## config.mk

```make
export PLATFORM = sky130hd
export DESIGN_NAME = mem_wb_cycle
export DESIGN_NICKNAME = d
export VERILOG_FILES = /design/src/rtl/mem_wb_cycle.sv
export SDC_FILE = /design/constraint.sdc
export NUM_CORES = 1
export LEC_CHECK = 0
export BUFFER_PORTS_ARGS = -buffer_cell sky130_fd_sc_hd__buf_2
export CORE_MARGIN = 8
export CORE_UTILIZATION = 40
export DETAILED_ROUTE_END_ITERATION = 8
export PLACE_DENSITY = 0.7
export SLEW_MARGIN = 0
export SYNTH_ARGS = -nofsm -noshare
export SYNTH_HDL_FRONTEND = slang
export SYNTH_SLANG_ARGS = --single-unit
export TNS_END_PERCENT = 20
```

## constraint.sdc

```tcl
create_clock -name clk -period 1.8 [get_ports clk]
set_input_delay 0.09 -clock clk [delete_from_list [all_inputs] [get_ports clk]]
set_output_delay 0.09 -clock clk [all_outputs]
set_load 0.02 [all_outputs]
```

## src/rtl/mem_wb_cycle.sv

```systemverilog
// rtl/mem_wb_cycle.sv - RV32I memory/writeback stage with req/ack data bus; MEM_ERR_CAPTURE_EN enables fault address capture
module mem_wb_cycle #(
    parameter int TIMEOUT_CYCLES = 64,
    parameter int TMO_W          = 7
) (
    input  logic        clk,
    input  logic        rst,
    input  logic        ValidM,
    input  logic        RegWriteM,
    input  logic [1:0]  ResultSrcM,
    input  logic        LoadM,
    input  logic        StoreM,
    input  logic [2:0]  funct3M,
    input  logic [31:0] ALUResultM,
    input  logic [31:0] WriteDataM,
    input  logic [4:0]  RD_M,
    input  logic [31:0] PCPlus4M,
    output logic        StallM,
    output logic        dmem_req,
    output logic        dmem_we,
    output logic [31:0] dmem_addr,
    output logic [31:0] dmem_wdata,
    output logic [3:0]  dmem_be,
    input  logic        dmem_ack,
    input  logic [31:0] dmem_rdata,
    output logic        RegWriteW,
    output logic [4:0]  RDW,
    output logic [31:0] ResultW,
    output logic        mem_err,
    output logic [1:0]  mem_err_cause,
    output logic [31:0] mem_err_addr
);
    typedef enum logic {IDLE, REQ} state_t;

    localparam logic [TMO_W-1:0] TMO_LIMIT = TMO_W'(TIMEOUT_CYCLES);

    state_t            state_q, state_d;
    logic              dmem_req_q, dmem_req_d, dmem_we_q, dmem_we_d;
    logic [31:0]       dmem_addr_q, dmem_addr_d, dmem_wdata_q, dmem_wdata_d;
    logic [3:0]        dmem_be_q, dmem_be_d;
    logic              regwrite_w_q, regwrite_w_d;
    logic [4:0]        rdw_q, rdw_d;
    logic [31:0]       resultw_q, resultw_d;
    logic              mem_err_q, mem_err_d;
    logic [1:0]        mem_err_cause_q, mem_err_cause_d;
    logic [TMO_W-1:0]  tmo_q, tmo_d, tmo_inc;
    logic [4:0]        lat_rd_q, lat_rd_d;
    logic [2:0]        lat_f3_q, lat_f3_d;
    logic [1:0]        lat_off_q, lat_off_d;
    logic              lat_rw_q, lat_rw_d, lat_load_q, lat_load_d;

    logic              illegal, misalign, fault_now;
    logic [1:0]        fault_cause;
    logic [7:0]        lane_byte;
    logic [15:0]       lane_half;
    logic [31:0]       load_data, st_wdata;
    logic [3:0]        st_be;

    assign tmo_inc = tmo_q + 1'b1;

    always_comb begin
        lane_byte = dmem_rdata[7:0];
        case (lat_off_q)
            2'd1:    lane_byte = dmem_rdata[15:8];
            2'd2:    lane_byte = dmem_rdata[23:16];
            2'd3:    lane_byte = dmem_rdata[31:24];
            default: lane_byte = dmem_rdata[7:0];
        endcase
        lane_half = lat_off_q[1] ? dmem_rdata[31:16] : dmem_rdata[15:0];
        case (lat_f3_q)
            3'b000:  load_data = {{24{lane_byte[7]}}, lane_byte};
            3'b001:  load_data = {{16{lane_half[15]}}, lane_half};
            3'b100:  load_data = {24'h0, lane_byte};
            3'b101:  load_data = {16'h0, lane_half};
            default: load_data = dmem_rdata;
        endcase
    end

    always_comb begin
        st_be    = 4'b1111;
        st_wdata = WriteDataM;
        case (funct3M[1:0])
            2'b00: begin
                st_be    = 4'b0001 << ALUResultM[1:0];
                st_wdata = {4{WriteDataM[7:0]}};
            end
            2'b01: begin
                st_be    = 4'b0011 << ALUResultM[1:0];
                st_wdata = {2{WriteDataM[15:0]}};
            end
            default: begin
                st_be    = 4'b1111;
                st_wdata = WriteDataM;
            end
        endcase
    end

    // A load with StoreM also set is treated as a load.
    assign illegal  = LoadM ? (funct3M[1:0] == 2'b11 || funct3M == 3'b110)
                            : (funct3M[2] || funct3M[1:0] == 2'b11);
    assign misalign = (funct3M[1:0] == 2'b01 && ALUResultM[0]) ||
                      (funct3M[1:0] == 2'b10 && ALUResultM[1:0] != 2'b00);

    always_comb begin
        state_d         = state_q;
        dmem_req_d      = dmem_req_q;
        dmem_we_d       = dmem_we_q;
        dmem_addr_d     = dmem_addr_q;
        dmem_wdata_d    = dmem_wdata_q;
        dmem_be_d       = dmem_be_q;
        regwrite_w_d    = regwrite_w_q;
        rdw_d           = rdw_q;
        resultw_d       = resultw_q;
        mem_err_d       = mem_err_q;
        mem_err_cause_d = mem_err_cause_q;
        tmo_d           = tmo_q;
        lat_rd_d        = lat_rd_q;
        lat_f3_d        = lat_f3_q;
        lat_off_d       = lat_off_q;
        lat_rw_d        = lat_rw_q;
        lat_load_d      = lat_load_q;
        fault_now       = 1'b0;
        fault_cause     = 2'b00;

        case (state_q)
            IDLE: begin
                if (!ValidM) begin
                    regwrite_w_d = 1'b0;
                end else if (LoadM || StoreM) begin
                    regwrite_w_d = 1'b0;
                    if (illegal || misalign) begin
                        fault_now   = 1'b1;
                        fault_cause = illegal ? 2'b10 : 2'b01;
                    end else begin
                        lat_rd_d     = RD_M;
                        lat_f3_d     = funct3M;
                        lat_off_d    = ALUResultM[1:0];
                        lat_rw_d     = RegWriteM;
                        lat_load_d   = LoadM;
                        dmem_req_d   = 1'b1;
                        dmem_we_d    = ~LoadM;
                        dmem_addr_d  = {ALUResultM[31:2], 2'b00};
                        dmem_be_d    = LoadM ? 4'b1111 : st_be;
                        dmem_wdata_d = LoadM ? 32'h0 : st_wdata;
                        tmo_d        = '0;
                        state_d      = REQ;
                    end
                end else begin
                    regwrite_w_d = RegWriteM && (RD_M != 5'd0);
                    rdw_d        = RD_M;
                    resultw_d    = (ResultSrcM == 2'b10) ? PCPlus4M : ALUResultM;
                end
            end
            REQ: begin
                if (dmem_ack) begin
                    dmem_req_d   = 1'b0;
                    state_d      = IDLE;
                    tmo_d        = '0;
                    rdw_d        = lat_rd_q;
                    regwrite_w_d = lat_load_q && lat_rw_q && (lat_rd_q != 5'd0);
                    if (lat_load_q) resultw_d = load_data;
                end else if (TIMEOUT_CYCLES != 0 && tmo_inc == TMO_LIMIT) begin
                    dmem_req_d   = 1'b0;
                    regwrite_w_d = 1'b0;
                    state_d      = IDLE;
                    tmo_d        = '0;
                    fault_now    = 1'b1;
                    fault_cause  = 2'b11;
                end else begin
                    tmo_d = tmo_inc;
                end
            end
            default: state_d = IDLE;
        endcase

        if (fault_now) begin
            mem_err_d = 1'b1;
            if (!mem_err_q) mem_err_cause_d = fault_cause;
        end
    end

    always_ff @(posedge clk) begin
        if (rst) begin
            state_q         <= IDLE;
            dmem_req_q      <= 1'b0;
            dmem_we_q       <= 1'b0;
            dmem_addr_q     <= '0;
            dmem_wdata_q    <= '0;
            dmem_be_q       <= '0;
            regwrite_w_q    <= 1'b0;
            rdw_q           <= '0;
            resultw_q       <= '0;
            mem_err_q       <= 1'b0;
            mem_err_cause_q <= '0;
            tmo_q           <= '0;
            lat_rd_q        <= '0;
            lat_f3_q        <= '0;
            lat_off_q       <= '0;
            lat_rw_q        <= 1'b0;
            lat_load_q      <= 1'b0;
        end else begin
            state_q         <= state_d;
            dmem_req_q      <= dmem_req_d;
            dmem_we_q       <= dmem_we_d;
            dmem_addr_q     <= dmem_addr_d;
            dmem_wdata_q    <= dmem_wdata_d;
            dmem_be_q       <= dmem_be_d;
            regwrite_w_q    <= regwrite_w_d;
            rdw_q           <= rdw_d;
            resultw_q       <= resultw_d;
            mem_err_q       <= mem_err_d;
            mem_err_cause_q <= mem_err_cause_d;
            tmo_q           <= tmo_d;
            lat_rd_q        <= lat_rd_d;
            lat_f3_q        <= lat_f3_d;
            lat_off_q       <= lat_off_d;
            lat_rw_q        <= lat_rw_d;
            lat_load_q      <= lat_load_d;
        end
    end

`ifdef MEM_ERR_CAPTURE_EN
    // Timeouts report the full address latched at request time.
    logic [31:0] lat_addr_q, lat_addr_d, err_addr_q, err_addr_d;

    always_comb begin
        lat_addr_d = lat_addr_q;
        err_addr_d = err_addr_q;
        if (state_q == IDLE && state_d == REQ) lat_addr_d = ALUResultM;
        if (fault_now && !mem_err_q)
            err_addr_d = (state_q == REQ) ? lat_addr_q : ALUResultM;
    end

    always_ff @(posedge clk) begin
        if (rst) begin
            lat_addr_q <= '0;
            err_addr_q <= '0;
        end else begin
            lat_addr_q <= lat_addr_d;
            err_addr_q <= err_addr_d;
        end
    end

    assign mem_err_addr = err_addr_q;
`else
    assign mem_err_addr = 32'h0;
`endif

    assign StallM        = (state_q == REQ);
    assign dmem_req      = dmem_req_q;
    assign dmem_we       = dmem_we_q;
    assign dmem_addr     = dmem_addr_q;
    assign dmem_wdata    = dmem_wdata_q;
    assign dmem_be       = dmem_be_q;
    assign RegWriteW     = regwrite_w_q;
    assign RDW           = rdw_q;
    assign ResultW       = resultw_q;
    assign mem_err       = mem_err_q;
    assign mem_err_cause = mem_err_cause_q;
endmodule

```

==> results.txt <==
----------------------------------------------------
[Synthesis]
  Simple-gate share of the synthesized area ... about 18%
  Cell area after synthesis ... 6680 um^2
  Number of flops mapped to enable cells by yosys ... 0
  Synthesized area per cell ... 8.35 um^2
  Adder-Cell Fraction of Synth Area ... less than 1%
  Dominant combinational cell family by area after synthesis ... compound AO/OA/AOI/OAI gates
  Sequential fraction of the synthesis area ... roughly two fifths
  Flip-flop cell with the highest count after synthesis ... sky130_fd_sc_hd__dfxtp_1
  Number of distinct library cell variants in the gate-level netlist after synthesis ... between 50 and 60
  Synth Area in Compound Gates ... about 22%
  Fraction of synthesized cell area in xor and xnor cells ... 0.262%
  Number of cells produced by synthesis ... 800
  Mux share of post-synthesis cell area ... 12.0%
  FFs w/ async S/R, synth ... 0%
  Register bit count reported by yosys ... 129
  YS warnings ... 0

[Clock tree]
  Total clock buffers created by CTS ... 17
  Maximum level of the CTS H-tree ... 4
  Buffers from clock root to sink, at most ... 2
  Clock network latency to the later pin of the worst-skew pair ... 0.41 ns
  Sinks on the clock net ... about 130
  CTS Root Cell ... sky130_fd_sc_hd__clkbuf_16
  TritonCTS clock tree ... yes
  Clock transition at the registers of the reported paths ... 0.06 ns

[Detailed routing]
  Iteration count of the initial detailed-routing pass ... 5
  Number of vias after detailed routing ... 6795
  Routed WL per cell ... ~18 um
  DRC viols ... 0
  Routed Antenna Nets ... 0
  Number of violations reported at the end of detailed-routing iteration 0 ... between 300 and 400
  Routed wire length ... between 20000 and 25000 um
  Routed via count divided by cell count ... just over 5

[Floorplanning]
  Die Ht ... 145 um
  Die Footprint ... between 20000 and 25000 um^2
  Number of rows in the core area ... 47
  Initial Util ... between 40% and 50%
  Core ar. ... 16500 um^2
  Ports placed on the boundary ... slightly below 300
  Overall die width ... roughly 150 um

[Worst setup path]
  Reg-to-reg slack, setup ... about 0.054 ns
  Arrival time at the worst endpoint ... 2.08 ns
  Critical setup path kind ... reg -> reg
  Crit end category ... flip-flop
  Type of element launching the critical path ... flip-flop
  Critical Path RT ... between 2 and 2.5 ns
  Worst Reg2Reg Path Length in Cells ... 6
  Critical path peak fanout ... 8

[Placed design]
  Port Buf Inserts ... around 250
  Final RePlAce weighted congestion ... between 0.8 and 0.9
  Total half-perimeter wirelength after legalization and detailed placement ... 17800 um
  Post-placement setup slack ... -0.128 ns

[Finish]
  Footprint of the flip-flops and latches ... between 2000 and 3000 um^2
  Number of fillers in the final layout ... about 1500
  Total area of multi-input combinational cells ... 3700 um^2
  Leading cell type in the layout, fill and taps excluded ... sky130_fd_sc_hd__buf_2
  Commonest cells after routing, fill and taps aside ... 253 x sky130_fd_sc_hd__buf_2, 136 x sky130_fd_sc_hd__nand2_1, 126 x sky130_fd_sc_hd__dfxtp_1
  Fraction of final layout cells with drive strength greater than 1 ... between 30 and 40%
  Area growth from synthesis to final layout ... 39.6%
  Layout net count ... 1233

[Pwr]
  Static leakage ... between 4 and 5 nW
  Total chip power ... ~8.0 mW
  PwrDens ... between 800 and 900 nW/um^2
  Worst VDD drop ... a little over 0.6 mV

[Status]
  Outcome ... completed

[Global route]
  Initial antenna violation count ... 3
  Via count of the first global-routing pass ... 6816
  GR Overflow Total ... 0
  Overall track demand over capacity in global routing ... between 20% and 30%
  Largest net degree at the start of global routing ... 53
  Global-route wire length before repair ... 37800 um

[Timing]
  Setup-violating endpoint count in the final report ... 0
  Final hold viol count ... 0
  Setup WS post-layout ... 0.0536 ns
  Worst rel slew slack ... between 60% and 70%
  Minimum clock period ... 1.75 ns
  Post-route fraction of the period consumed by the critical path ... 97.0%
  RSZ-0062 raised after global routing ... yes
  Max Transition Viols Final ... 0
  Worst Tran Pin Value ... 0.512 ns
  Worst hold slack after final layout ... around 0.015 ns
  Top achievable clock speed ... about 0.57 GHz
  Maximum clock skew at final layout ... approximately 0.0081 ns

[Flow run]
  Max-cap viol count ... 0

[Hold path]
  Worst min-delay path class ... in -> reg
  Number of stages on the worst hold path ... 3

----------------------------------------------------
==> Yosys cell counts, drive strengths merged (2+ instances only) <==
master	n	area, um^2
dfxtp	129	2580
mux2i	53	531
and3	3	18.8
and2b	2	15.0
a311oi	5	43.8
clkbuf	32	120
nand2	137	517
or2	2	12.5
a31oi	6	37.5
nor3	9	45.0
o211a	7	70.1
inv	3	11.3
or3	8	50.1
nand2b	8	50.1
and2	2	12.5
xor2	2	17.5
o2bb2ai	17	149
a221oi	2	17.5
o21bai	2	15.0
mux2	24	270
a22oi	17	128
a21o	2	16.3
nand3	4	20.0
a21oi	68	340
buf	69	444
o221ai	15	131
nor2	65	246
a211oi	34	260
o21ai	18	113
nand3b	10	75.1
o21a	9	67.6
nor2b	20	125
==> power by group <==
| part | leakage, nW | switching [mW] | internal [mW] |
|---|---|---|---|
| clock | 0.292 | 1.34 | 2.30 |
| combinational | 2.75 | 0.789 | 0.565 |
| sequential | 1.05 | 0.0656 | 2.97 |
==> path summary, 6_finish.rpt <==
kind | from | to
max | lat_off_q[1] | ResultW[9]
min | dmem_ack | dmem_req
max reg2reg | lat_off_q[1] | ResultW[9]
min reg2reg | dmem_wdata[1] | dmem_wdata[1]
==> cells by family after synthesis <==
| logic type | count (synthesis) |
|---|---|
| compound gates | 209 |
| fa+ha+maj | 1 |
| flops | 129 |
| other cells | 1 |
| buf+inv | 105 |
| simple gates | 276 |
| xor+xnor | 2 |
| mux | 77 |
==> state kept, by name, summed over array words and instances (netlist names), 2 cells and up <==
register	count
dmem_addr	30
mem_err_cause	2
lat_rd_q	5
dmem_be	4
ResultW	32
tmo_q	7
lat_f3_q	3
dmem_wdata	32
lat_off_q	2
RDW	5
==> per-stage QoR <==
stage | cells | utilization (%) | instance area (um^2) | setup TNS (ns)
CTS | 1319 | 56.2 | 9250 | -0.0525
global placement | 1242 | 49.6 | 8170 | -0.0530
global route | 1321 | 56.6 | 9320 | -0.221
detailed placement | 1242 | 49.6 | 8170 | -0.545
floorplan | 833 | - | 6800 | 0
finish | 1322 | 56.6 | 9320 | 0
==> worst max-delay path, cell delays in order (launching register included) <==
cell                       delay [ns]
sky130_fd_sc_hd__dfxtp_1         0.32
sky130_fd_sc_hd__buf_4           0.15
sky130_fd_sc_hd__nand2b_1        0.17
sky130_fd_sc_hd__a221o_1         0.37
sky130_fd_sc_hd__o21ai_4         0.23
sky130_fd_sc_hd__o221ai_1        0.18
sky130_fd_sc_hd__a211oi_1        0.24
==> final cells by class <==
type	count	area share, %
multi-input combinational	599	39.7
sequential	129	27.8
timing repair buffer	336	22.7
clock buffer	21	5.05
tap	220	2.95
clock inverter	11	1.62
inverter	4	0.161
antenna	2	0.0537
==> what timing repair did <==
action,4_1_cts,5_1_grt
setup endpoints to repair,15,91
hold buffers,45,0
hold endpoints to repair,46,0
setup buffers,0,1
resized for setup,1,15
pin swaps,0,5
==> layer usage <==
| layer | GRT usage, % | wire length [um] | vias up | share of wire (%) |
|---|---|---|---|---|
| met5 | 0 | 26 | - | 0.11 |
| met4 | 6.09 | 301 | 4 | 1.3 |
| met3 | 7.59 | 2010 | 26 | 8.4 |
| met2 | 37.7 | 11700 | 278 | 49 |
| met1 | 25.6 | 9890 | 3145 | 41 |
| li1 | - | - | 3342 | - |
Note: power is estimated with default switching activity, not from simulation.
